## config.mk

```make
export PLATFORM = sky130hd
export DESIGN_NAME = dsm_modulator_gen_flat
export DESIGN_NICKNAME = d
export VERILOG_FILES = /design/src/rtl/dsm_pkg.sv /design/src/rtl/dsm_modulator_gen_if.sv /design/src/rtl/dsm_sat_integrator.sv /design/src/rtl/dsm_modulator_gen.sv /design/src/flat_wrapper.sv
export SDC_FILE = /design/constraint.sdc
export NUM_CORES = 1
export LEC_CHECK = 0
export BUFFER_PORTS_ARGS = -buffer_cell sky130_fd_sc_hd__buf_2
export CAP_MARGIN = 15
export CORE_UTILIZATION = 53
export CTS_CLUSTER_SIZE = 14
export DETAILED_ROUTE_END_ITERATION = 6
export PLACE_DENSITY = 0.81
export SYNTH_ARGS = -nofsm -noshare
export SYNTH_HDL_FRONTEND = slang
export SYNTH_HIERARCHICAL = 1
export SYNTH_SLANG_ARGS = --single-unit
```

## constraint.sdc

```tcl
create_clock -name clock -period 7.3 [get_ports clock]
set_input_delay 0 -clock clock [delete_from_list [all_inputs] [get_ports clock]]
set_output_delay 0 -clock clock [all_outputs]
set_load 0.1 [all_outputs]
```

## src/rtl/dsm_pkg.sv

```systemverilog
// Shared types, constants and fixed-point helpers for the delta-sigma modulator.
package dsm_pkg;

  typedef enum logic [1:0] {
    StIdle    = 2'd0,
    StRun     = 2'd1,
    StRecover = 2'd2
  } dsm_state_e;

  localparam logic [15:0] LfsrSeed = 16'hACE1;
  // Right-shifting Fibonacci form of x^16 + x^14 + x^13 + x^11: feedback from bits 0, 2, 3, 5.
  localparam logic [15:0] LfsrTapMask = 16'h002D;

  // Feedback magnitude: full scale sits GUARD bits below the integrator MSB.
  function automatic longint fs_value(int unsigned width, int unsigned guard);
    return longint'(1) << (width - 1 - guard);
  endfunction

  function automatic longint sat_max(int unsigned width);
    return (longint'(1) << (width - 1)) - 1;
  endfunction

  function automatic longint sat_min(int unsigned width);
    return -(longint'(1) << (width - 1));
  endfunction

endpackage

```

## src/rtl/dsm_modulator_gen_if.sv

```systemverilog
// Sample-side bus of the modulator: control/sample inputs and pin/status outputs.
interface dsm_modulator_gen_if #(
  parameter int unsigned WIDTH = 20
);
  logic                    en;
  logic                    ce;
  logic signed [WIDTH-1:0] vin;
  logic                    pwm;
  logic                    overload;
  logic [15:0]             overload_cnt;
  logic                    busy;

  modport master (output en, ce, vin, input pwm, overload, overload_cnt, busy);
  modport slave  (input en, ce, vin, output pwm, overload, overload_cnt, busy);
endinterface

```

## src/rtl/dsm_sat_integrator.sv

```systemverilog
// Signed saturating accumulator: acc <= clamp(acc + inc - fb) on ce, with clear priority.
module dsm_sat_integrator
  import dsm_pkg::*;
#(
  parameter int unsigned WIDTH = 20
) (
  input  logic                    clock,
  input  logic                    reset,
  input  logic                    clear,
  input  logic                    ce,
  input  logic signed [WIDTH-1:0] inc,
  input  logic signed [WIDTH-1:0] fb,
  output logic signed [WIDTH-1:0] acc,
  output logic                    clamp
);

  localparam logic signed [WIDTH+1:0] SatMax = (WIDTH+2)'(sat_max(WIDTH));
  localparam logic signed [WIDTH+1:0] SatMin = (WIDTH+2)'(sat_min(WIDTH));

  logic signed [WIDTH-1:0] acc_q;
  logic signed [WIDTH-1:0] acc_d;
  logic signed [WIDTH+1:0] sum;

  // Two guard bits keep the three-term sum exact before clamping.
  always_comb begin
    sum   = (WIDTH+2)'(acc_q) + (WIDTH+2)'(inc) - (WIDTH+2)'(fb);
    acc_d = sum[WIDTH-1:0];
    clamp = 1'b0;
    if (sum > SatMax) begin
      acc_d = SatMax[WIDTH-1:0];
      clamp = 1'b1;
    end else if (sum < SatMin) begin
      acc_d = SatMin[WIDTH-1:0];
      clamp = 1'b1;
    end
  end

  // Accumulator state; clear wins over ce so en-drop needs no strobe.
  always_ff @(posedge clock or posedge reset) begin
    if (reset) begin
      acc_q <= '0;
    end else if (clear) begin
      acc_q <= '0;
    end else if (ce) begin
      acc_q <= acc_d;
    end
  end

  assign acc = acc_q;

endmodule

```

## src/rtl/dsm_modulator_gen.sv

```systemverilog
// Order-1/2 cascade-of-integrators 1-bit delta-sigma modulator with dither and overload recovery.
module dsm_modulator_gen
  import dsm_pkg::*;
#(
  parameter int unsigned WIDTH       = 20,
  parameter int unsigned GUARD       = 4,
  parameter int unsigned ORDER       = 2,
  parameter int unsigned DITHER_BITS = 0,
  parameter int unsigned SAT_LIMIT   = 8,
  parameter int unsigned FLUSH_LEN   = 16
) (
  input logic               clock,
  input logic               reset,
  dsm_modulator_gen_if.slave bus
);

  if (ORDER != 1 && ORDER != 2) begin : g_bad_order
    $error("dsm_modulator_gen: ORDER must be 1 or 2");
  end

  localparam logic signed [WIDTH-1:0] Fs = WIDTH'(fs_value(WIDTH, GUARD));

  dsm_state_e              state_q;
  logic                    pwm_q;
  logic                    overload_q;
  logic                    busy_q;
  logic [15:0]             overload_cnt_q;
  logic [7:0]              sat_cnt_q;
  logic [7:0]              flush_cnt_q;
  logic [15:0]             lfsr_q;
  logic [15:0]             lfsr_next;
  logic signed [WIDTH-1:0] acc [ORDER];
  logic [ORDER-1:0]        clamp;
  logic                    any_clamp;
  logic                    enter_rec;
  logic                    int_clear;
  logic                    q;
  logic signed [WIDTH-1:0] fb;
  logic [WIDTH:0]          dither;
  logic [WIDTH:0]          qsum;

  if (DITHER_BITS == 0) begin : g_no_dither
    assign dither = '0;
  end else begin : g_dither
    assign dither = {{(WIDTH + 1 - DITHER_BITS){lfsr_q[DITHER_BITS-1]}},
                     lfsr_q[DITHER_BITS-1:0]};
  end

  assign lfsr_next = {^(lfsr_q & LfsrTapMask), lfsr_q[15:1]};

  // One extra bit so integrator + dither cannot wrap before the sign test.
  assign qsum = {acc[ORDER-1][WIDTH-1], acc[ORDER-1]} + dither;
  assign q    = ~qsum[WIDTH];
  assign fb   = q ? Fs : -Fs;

  assign any_clamp = |clamp;
  assign enter_rec = (state_q == StRun) && bus.ce && any_clamp &&
                     (sat_cnt_q >= 8'(SAT_LIMIT - 1));
  // Integrators only move in RUN; they are forced to zero on RECOVER entry and while idle.
  assign int_clear = !bus.en || (state_q != StRun) || enter_rec;

  for (genvar g = 0; g < ORDER; g++) begin : g_stage
    logic signed [WIDTH-1:0] inc;
    if (g == 0) begin : g_in
      assign inc = bus.vin;
    end else begin : g_in
      assign inc = acc[g-1];
    end
    dsm_sat_integrator #(
      .WIDTH(WIDTH)
    ) u_int (
      .clock(clock),
      .reset(reset),
      .clear(int_clear),
      .ce   (bus.ce),
      .inc  (inc),
      .fb   (fb),
      .acc  (acc[g]),
      .clamp(clamp[g])
    );
  end

  // Control FSM with registered outputs; en low dominates every other transition.
  always_ff @(posedge clock or posedge reset) begin
    if (reset) begin
      state_q        <= StIdle;
      pwm_q          <= 1'b0;
      overload_q     <= 1'b0;
      busy_q         <= 1'b0;
      overload_cnt_q <= '0;
      sat_cnt_q      <= '0;
      flush_cnt_q    <= '0;
      lfsr_q         <= LfsrSeed;
    end else if (!bus.en) begin
      state_q     <= StIdle;
      pwm_q       <= 1'b0;
      overload_q  <= 1'b0;
      busy_q      <= 1'b0;
      sat_cnt_q   <= '0;
      flush_cnt_q <= '0;
    end else begin
      unique case (state_q)
        StIdle: begin
          state_q <= StRun;
          busy_q  <= 1'b1;
        end
        StRun: begin
          if (bus.ce) begin
            pwm_q  <= q;
            lfsr_q <= lfsr_next;
            if (enter_rec) begin
              state_q     <= StRecover;
              overload_q  <= 1'b1;
              sat_cnt_q   <= 8'(SAT_LIMIT);
              flush_cnt_q <= '0;
              if (overload_cnt_q != 16'hFFFF) overload_cnt_q <= overload_cnt_q + 16'd1;
            end else if (any_clamp) begin
              if (sat_cnt_q < 8'(SAT_LIMIT)) sat_cnt_q <= sat_cnt_q + 8'd1;
            end else begin
              sat_cnt_q <= '0;
            end
          end
        end
        StRecover: begin
          if (bus.ce) begin
            pwm_q  <= ~pwm_q;
            lfsr_q <= lfsr_next;
            if (flush_cnt_q == 8'(FLUSH_LEN - 1)) begin
              state_q     <= StRun;
              overload_q  <= 1'b0;
              sat_cnt_q   <= '0;
              flush_cnt_q <= '0;
            end else begin
              flush_cnt_q <= flush_cnt_q + 8'd1;
            end
          end
        end
        default: state_q <= StIdle;
      endcase
    end
  end

  assign bus.pwm          = pwm_q;
  assign bus.overload     = overload_q;
  assign bus.overload_cnt = overload_cnt_q;
  assign bus.busy         = busy_q;

endmodule

```

## src/flat_wrapper.sv

```systemverilog
// flat-port wrapper written by rule: the top's interface ports become plain ports
module dsm_modulator_gen_flat import dsm_pkg::*;
#(
  parameter int unsigned WIDTH       = 20,
  parameter int unsigned GUARD       = 4,
  parameter int unsigned ORDER       = 2,
  parameter int unsigned DITHER_BITS = 0,
  parameter int unsigned SAT_LIMIT   = 8,
  parameter int unsigned FLUSH_LEN   = 16
)
  (clock, reset, bus_en, bus_ce, bus_vin, bus_pwm, bus_overload, bus_overload_cnt, bus_busy);
  dsm_modulator_gen_if #(.WIDTH(WIDTH)) bus_i ();
  input logic clock;
  input logic reset;
  input wire logic [$bits(bus_i.en)-1:0] bus_en;
  input wire logic [$bits(bus_i.ce)-1:0] bus_ce;
  input wire logic [$bits(bus_i.vin)-1:0] bus_vin;
  output wire logic [$bits(bus_i.pwm)-1:0] bus_pwm;
  output wire logic [$bits(bus_i.overload)-1:0] bus_overload;
  output wire logic [$bits(bus_i.overload_cnt)-1:0] bus_overload_cnt;
  output wire logic [$bits(bus_i.busy)-1:0] bus_busy;
  assign bus_i.en = bus_en;
  assign bus_i.ce = bus_ce;
  assign bus_i.vin = bus_vin;
  assign bus_pwm = bus_i.pwm;
  assign bus_overload = bus_i.overload;
  assign bus_overload_cnt = bus_i.overload_cnt;
  assign bus_busy = bus_i.busy;
  dsm_modulator_gen #(.WIDTH(WIDTH), .GUARD(GUARD), .ORDER(ORDER), .DITHER_BITS(DITHER_BITS), .SAT_LIMIT(SAT_LIMIT), .FLUSH_LEN(FLUSH_LEN)) u_core (.clock(clock), .reset(reset), .bus(bus_i));
endmodule
```

After elaboration in Yosys (flattened, before gate mapping):

Index checks and enable logic that the tools add are counted.

* input bits: 24
* output and inout bits: 19
* word-level logic and storage cells: 96
* register bits after elaboration: 77

* bitwise logic cells: 2
* add/sub/neg operators: 7
* equal/unequal tests: 12
* reduce and logical (&&, ||, !) cells: 15
* mux-type cells: 45
* order comparisons: 6

Operators with widths (number)
* 20-bit 2-to-1 mux: 9
* 8-bit 2-to-1 mux: 12
* 22-bit by 20-bit > comparator with 1-bit output, second input constant: 2
* 22-bit by 20-bit < comparator with 1-bit output, second input constant: 2
* 21-bit by 20-bit subtractor with 22-bit output: 2
* 20-bit by 20-bit adder with 21-bit output: 2
* 8-bit case mux with 2 select lines: 2
* 16-bit by 1-bit adder with 16-bit output, second input constant: 1
* 8-bit by 1-bit adder with 8-bit output, second input constant: 2
* 16-bit inequality test, second input constant: 1
* 5-bit AND reduction: 3
* 1-bit 2-to-1 mux: 14
* 2-bit 2-to-1 mux: 5
* 8-bit by 4-bit == test with 1-bit output, second input constant: 1
* 8-bit by 3-bit >= comparator with 1-bit output, second input constant: 1
* 8-bit by 4-bit < comparator with 1-bit output, second input constant: 1
* 4-bit AND reduction: 2
* 3-bit by 2-bit inequality test with 1-bit output, second input constant: 2
* 3-bit inequality test, second input constant: 2
* 2-bit case mux with 3 select lines: 1
* 5-bit inequality test, second input constant: 1
* 2-bit by 1-bit inequality test with 1-bit output, second input constant: 2
* 1-bit case mux with 2 select lines: 2
* 1-bit logical AND: 3
* other kinds (10): 12

Longest topological paths before layout:

* depth in word-level cells: 12
* gate-level depth with buffers: 25
* depth with buffers taken out: 22

Hierarchy:

The synthesis kept the hierarchy.

By module, submodules not included
* dsm_sat_integrator (u_core.g_stage[0].u_int): cells each 304, times used 1, seq. area each 500.5 µm², area an instance 2628.8 µm²
* dsm_sat_integrator (u_core.g_stage[1].u_int): cells each 280, times used 1, seq. area each 500.5 µm², area an instance 2503.7 µm²
* dsm_modulator_gen: cells each 209, times used 1, seq. area each 925.9 µm², area an instance 1958.1 µm²

Worst setup path before layout:

OpenSTA, ideal clock, no wires.

* path kind: flip-flop to flip-flop
* start: register u_core.g_stage[1].u_int.acc_q[19]
* end: register u_core.g_stage[0].u_int.acc_q[18]
* clock period less this slack: 5.288 ns
* buffers on the path: 2
* path slack: 2.012 ns
* cell stages (with the launch flop): 20
* arrival: 5.222 ns
* data required time: 7.234 ns
* setup time: 0.066 ns
* path through: dfrtp_1 -> inv_1 -> fa_1 -> inv_1 -> ha_1 -> nand3_1 -> o21ai_0 -> nand3b_1 -> o22ai_1 -> o31ai_2 -> or3_4 -> mux2_2 -> or2_2 -> and3_1 -> buf_6 -> nand2_1 -> nand3_1 -> nor2_1 -> dlygate4sd3_1 -> a221o_1

* cells in the longest elaborated chain, start to end: 10
* elaborated cells on any way between the ends: 21
* those cells by class: 3 x add/sub; 4 x order compare; 9 x mux; 5 x reduce/logical

Ends and longest elaborated chain
* from (decl): line dsm_sat_integrator.sv:20 `logic signed [WIDTH-1:0] acc_q;`
* from (signal assigned): line dsm_sat_integrator.sv:41 `acc_q <= '0;`
* from (signal assigned): line dsm_sat_integrator.sv:43 `acc_q <= '0;`
* from (signal assigned): line dsm_sat_integrator.sv:45 `acc_q <= acc_d;`
* 20-bit by 20-bit adder with 21-bit output / 20-bit 2-to-1 mux (equally long branches): line dsm_sat_integrator.sv:26, dsm_modulator_gen.sv:54
* 21-bit by 20-bit subtractor with 22-bit output *: line dsm_sat_integrator.sv:26 `sum = (WIDTH+2)'(acc_q) + (WIDTH+2)'(inc) - (WIDTH+2)'(fb);`
* 22-bit by 20-bit < comparator with 1-bit output: line dsm_sat_integrator.sv:32 `end else if (sum < SatMin) begin`
* 1-bit 2-to-1 mux: line dsm_sat_integrator.sv:32
* 1-bit 2-to-1 mux *: line dsm_sat_integrator.sv:29 `if (sum > SatMax) begin`
* net u_core.clamp[1]: line dsm_modulator_gen.sv:33 `logic [ORDER-1:0] clamp;`
* 2-bit OR reduction *: line dsm_modulator_gen.sv:56 `assign any_clamp = |clamp;`
* 1-bit logical AND * (2 in series): line dsm_modulator_gen.sv:57 `assign enter_rec = (state_q == StRun) && bus.ce && any_clamp &&`
* 1-bit logical OR *: line dsm_modulator_gen.sv:60 `assign int_clear = !bus.en || (state_q != StRun) || enter_rec;`
* net u_core.int_clear: line dsm_modulator_gen.sv:36 `logic int_clear;`
* 20-bit 2-to-1 mux / 2-bit nonzero test (equally long branches)
* to (signal assigned): line dsm_sat_integrator.sv:41
* to (signal assigned): line dsm_sat_integrator.sv:43
* to (signal assigned): line dsm_sat_integrator.sv:45
* to (decl): line dsm_sat_integrator.sv:20

The timed path passes the listed nets; every way through them passes the cells marked *. The select of a mux whose other input is x is not followed.
A chain may end at the register's enable or synchronous reset.

Worst setup path after layout:

* start: register u_core.g_stage[1].u_int.acc_q[19]
* end: register u_core.g_stage[0].u_int.acc_q[17]

The elaborated chain is that of the path after synthesis.

==> flow_summary.toml <==
[route]
routed_wl_um = 14300
vias = 5680
route.detailed.drc = 0
wl_per_cell_um = 13.7
routed_via_density = 5.44
drt.antenna.violating_nets = 0
drtIter0Drc = 371
firstDrtPassIters = 5

[grt]
gr-usage-all-layers_pct = 22.3
grt_overflow = 0
grt_pass1_wl_um = 25600
grt_pass1_vias = 5607
grt_use_met2_pct = 38.0
antenna_found_initial = 0
grt_max_degree = 38
use_met3_pct = 2.52
grt_use_met1_pct = 30.3
grt.busiest_layer = "met2"

[timing]
rsz0062_at_grt = "no"
fmax_mhz = 185
final_max_slew_viol_count = 0
period_needed_ns = 5.41
period_share_pct = 74.2
max_slew_margin_pct = 47.4
clock_skew_ns = 0.00721
hold_viol = 0
setup_viol = 0
tns_ns = 0
worstMarginPinSlew_ns = 0.789

[die]
die_x_um = 118
rows = 41
core_um2 = 12800
pin_count = 43
start_util_pct = 55.3
dieHeight_um = 118
die_area_um2 = 13800

[clock_network]
clk_path_buf_depth = 2
root_buffer = "clkbuf_16"
cts.sinks = 77
cts.clk_slew.worst_paths_ns = 0.06
insertion_delay_ns = 0.33
htree_levels = 3
cts_made_buffers = 9
post-cts-setup-buffers = 0
cts_tree = "done"

[power_and_ir_drop]
seqPwrFrac_pct = 20.2
p_int_mw = 1.49
power.density_nw_per_um2 = 352
ir_drop_uv = 196
p_sw_mw = 1.27
p_leak_nw = 3.98
finalPower_mw = 2.76
p_clk_share_pct = 15.0
switching_share_pct = 46.0
pwr-share-comb_pct = 64.7

[logic_synthesis]
synth_top_area_share_pct = 27.2
synth-seq-cells = 77
synth-async-reset-ratio_pct = 100
netlist_area_um2 = 7090
synth-edff-count = 0
synthTopCellsByArea = "dfrtp_1, fa_1, inv_1"
synth_area_leader_cell = "dfrtp_1"
synth_area_per_cell_um2 = 8.94
synth_cell_types = 85
synth.most_common_cell = "inv_1"
ys_warn_count = 6
synth-seq-area-share_pct = 27.2
synthCells = 793
ys.flop_type = "dfrtp_1"
synthTopCellsByCount = "inv_1, dfrtp_1, nand2_1"

[outcome]
status = "finished clean"

[final_layout]
drive_gt1_share_pct = 12.3
area_growth_pct = 10.4
nNetsFinal = 979
diodes = 0

[setup_path]
critPathMaxFanout = 19
start_kind = "flip-flop"
crit_arrival_ns = 5.69
critPathKind = "reg -> reg"
worst_setup_path_end_kind = "flip-flop"
required_ns = 7.57

[min_path]
min_path_type = "in -> reg"

[place]
gp_congestion = 0.914
numPortBuffers = 42
hpwl_um = 11300

[flow_run]
drv_cap = 0
flip-flops by register name (all words and copies together) (netlist names):
register / count
u_core/bus.busy: 1
u_core/bus.overload: 1
u_core/bus.overload_cnt: 16
u_core/bus.pwm: 1
u_core/flush_cnt_q: 8
u_core/g_stage.u_int/acc: 40
u_core/sat_cnt_q: 8
u_core/state_q: 2
layer usage:
metal,share of wire (%),routed length [um]
met1,47,6750
met2,49,6960
met3,3.3,476
met4,1.0,150
met5,0,0
cells in the final DEF, fill, tap and decap left out, drive strengths merged, types with 32 or more instances in the layout:
cell type / instances
a21oi: 50
a221o: 37
buf: 46
conb: 32
dfrtp: 77
fa: 40
ha: 47
inv: 173
nand2: 52
nor2: 43
o21ai: 33
path summary, 6_finish.rpt:
path	cells past startpoint	to	slack, ns	from
worst max-delay path	18	u_core/g_stage[0].u_int/acc[17]$_DFFE_PP0P_	1.89	u_core/g_stage[1].u_int/acc[19]$_DFFE_PP0P_
worst min-delay path	3	u_core/g_stage[1].u_int/acc[19]$_DFFE_PP0P_	0.03	bus_ce
worst max register to register	18	u_core/g_stage[0].u_int/acc[17]$_DFFE_PP0P_	1.89	u_core/g_stage[1].u_int/acc[19]$_DFFE_PP0P_
worst min register to register	1	u_core/bus.overload_cnt[6]$_DFFE_PP0P_	0.49	u_core/bus.overload_cnt[6]$_DFFE_PP0P_
max in group asynchronous	3	u_core/g_stage[1].u_int/acc[2]$_DFFE_PP0P_	6.40	reset
min in group asynchronous	4	u_core/bus.pwm$_DFFE_PP0P_	0.35	reset
per-stage QoR:
step | util [%] | instances | instance area, um^2 | setup WS, ns | hold WS [ns]
2_1_floorplan | - | 823 | 7200 | 2.01 | -0.0362
3_3_place_gp | 58.7 | 1026 | 7530 | 1.70 | 0.163
3_5_place_dp | 58.7 | 1026 | 7530 | 1.56 | 0.159
4_1_cts | 61.0 | 1044 | 7820 | 1.47 | 0.0259
5_1_grt | 61.1 | 1045 | 7830 | 1.53 | 0.0636
6_report | 61.1 | 1045 | 7830 | 1.89 | 0.0335
power by group through the flow:
| stage | sequential (mW) | clock, mW | combinational (mW) |
|---|---|---|---|
| after floorplan | 0.575 | 0 | 1.44 |
| after global placement | 0.561 | 0 | 1.71 |
| after detailed placement | 0.562 | 0 | 1.76 |
| after CTS | 0.558 | 0.424 | 1.77 |
| after global routing | 0.568 | 0.445 | 1.99 |
| final | 0.558 | 0.415 | 1.78 |
layout make-up:
cell class                      instances  area, um^2
Tap cell                              172         215
Clock inverter                          6        48.8
Clock buffer                           10         229
Fill cell                            1158        4990
Sequential cell                        77        1930
Inverter                              172         646
Multi-Input combinational cell        560        4510
Timing Repair Buffer                   48         260
logic make-up after synthesis:
| family | Yosys count | share of synthesized area (%) |
|---|---|---|
| AO/OA/AOI/OAI | 187 | 20.2 |
| XOR/XNOR | 47 | 5.81 |
| adder cells (fa/ha/maj) | 87 | 19.6 |
| buffers and inverters | 186 | 10.9 |
| flip-flops | 77 | 27.2 |
| multiplexers | 6 | 0.900 |
| other | 2 | 0.106 |
| AND/OR/NAND/NOR | 201 | 15.3 |
critical path: stages, from the launching register on:
cell and delay, ns:
dfrtp_1 0.71, inv_1 0.14, fa_1 0.55, inv_1 0.06
ha_1 0.32, nand3_1 0.20, o21ai_0 0.16, nand3b_1 0.17
o22ai_1 0.16, o31ai_2 0.12, or3_4 0.42, mux2_2 0.26
or2_2 0.34, and3_1 0.27, nand2_1 0.11, nand3_1 0.20
and2b_1 0.30, o21a_1 0.57, a221o_1 0.27
repair_timing:
action                    4_1_cts  5_1_grt
hold buffers                    2        0
resized for setup               0        0
hold endpoints to repair       79        0
(Power assumes the default switching activity.)
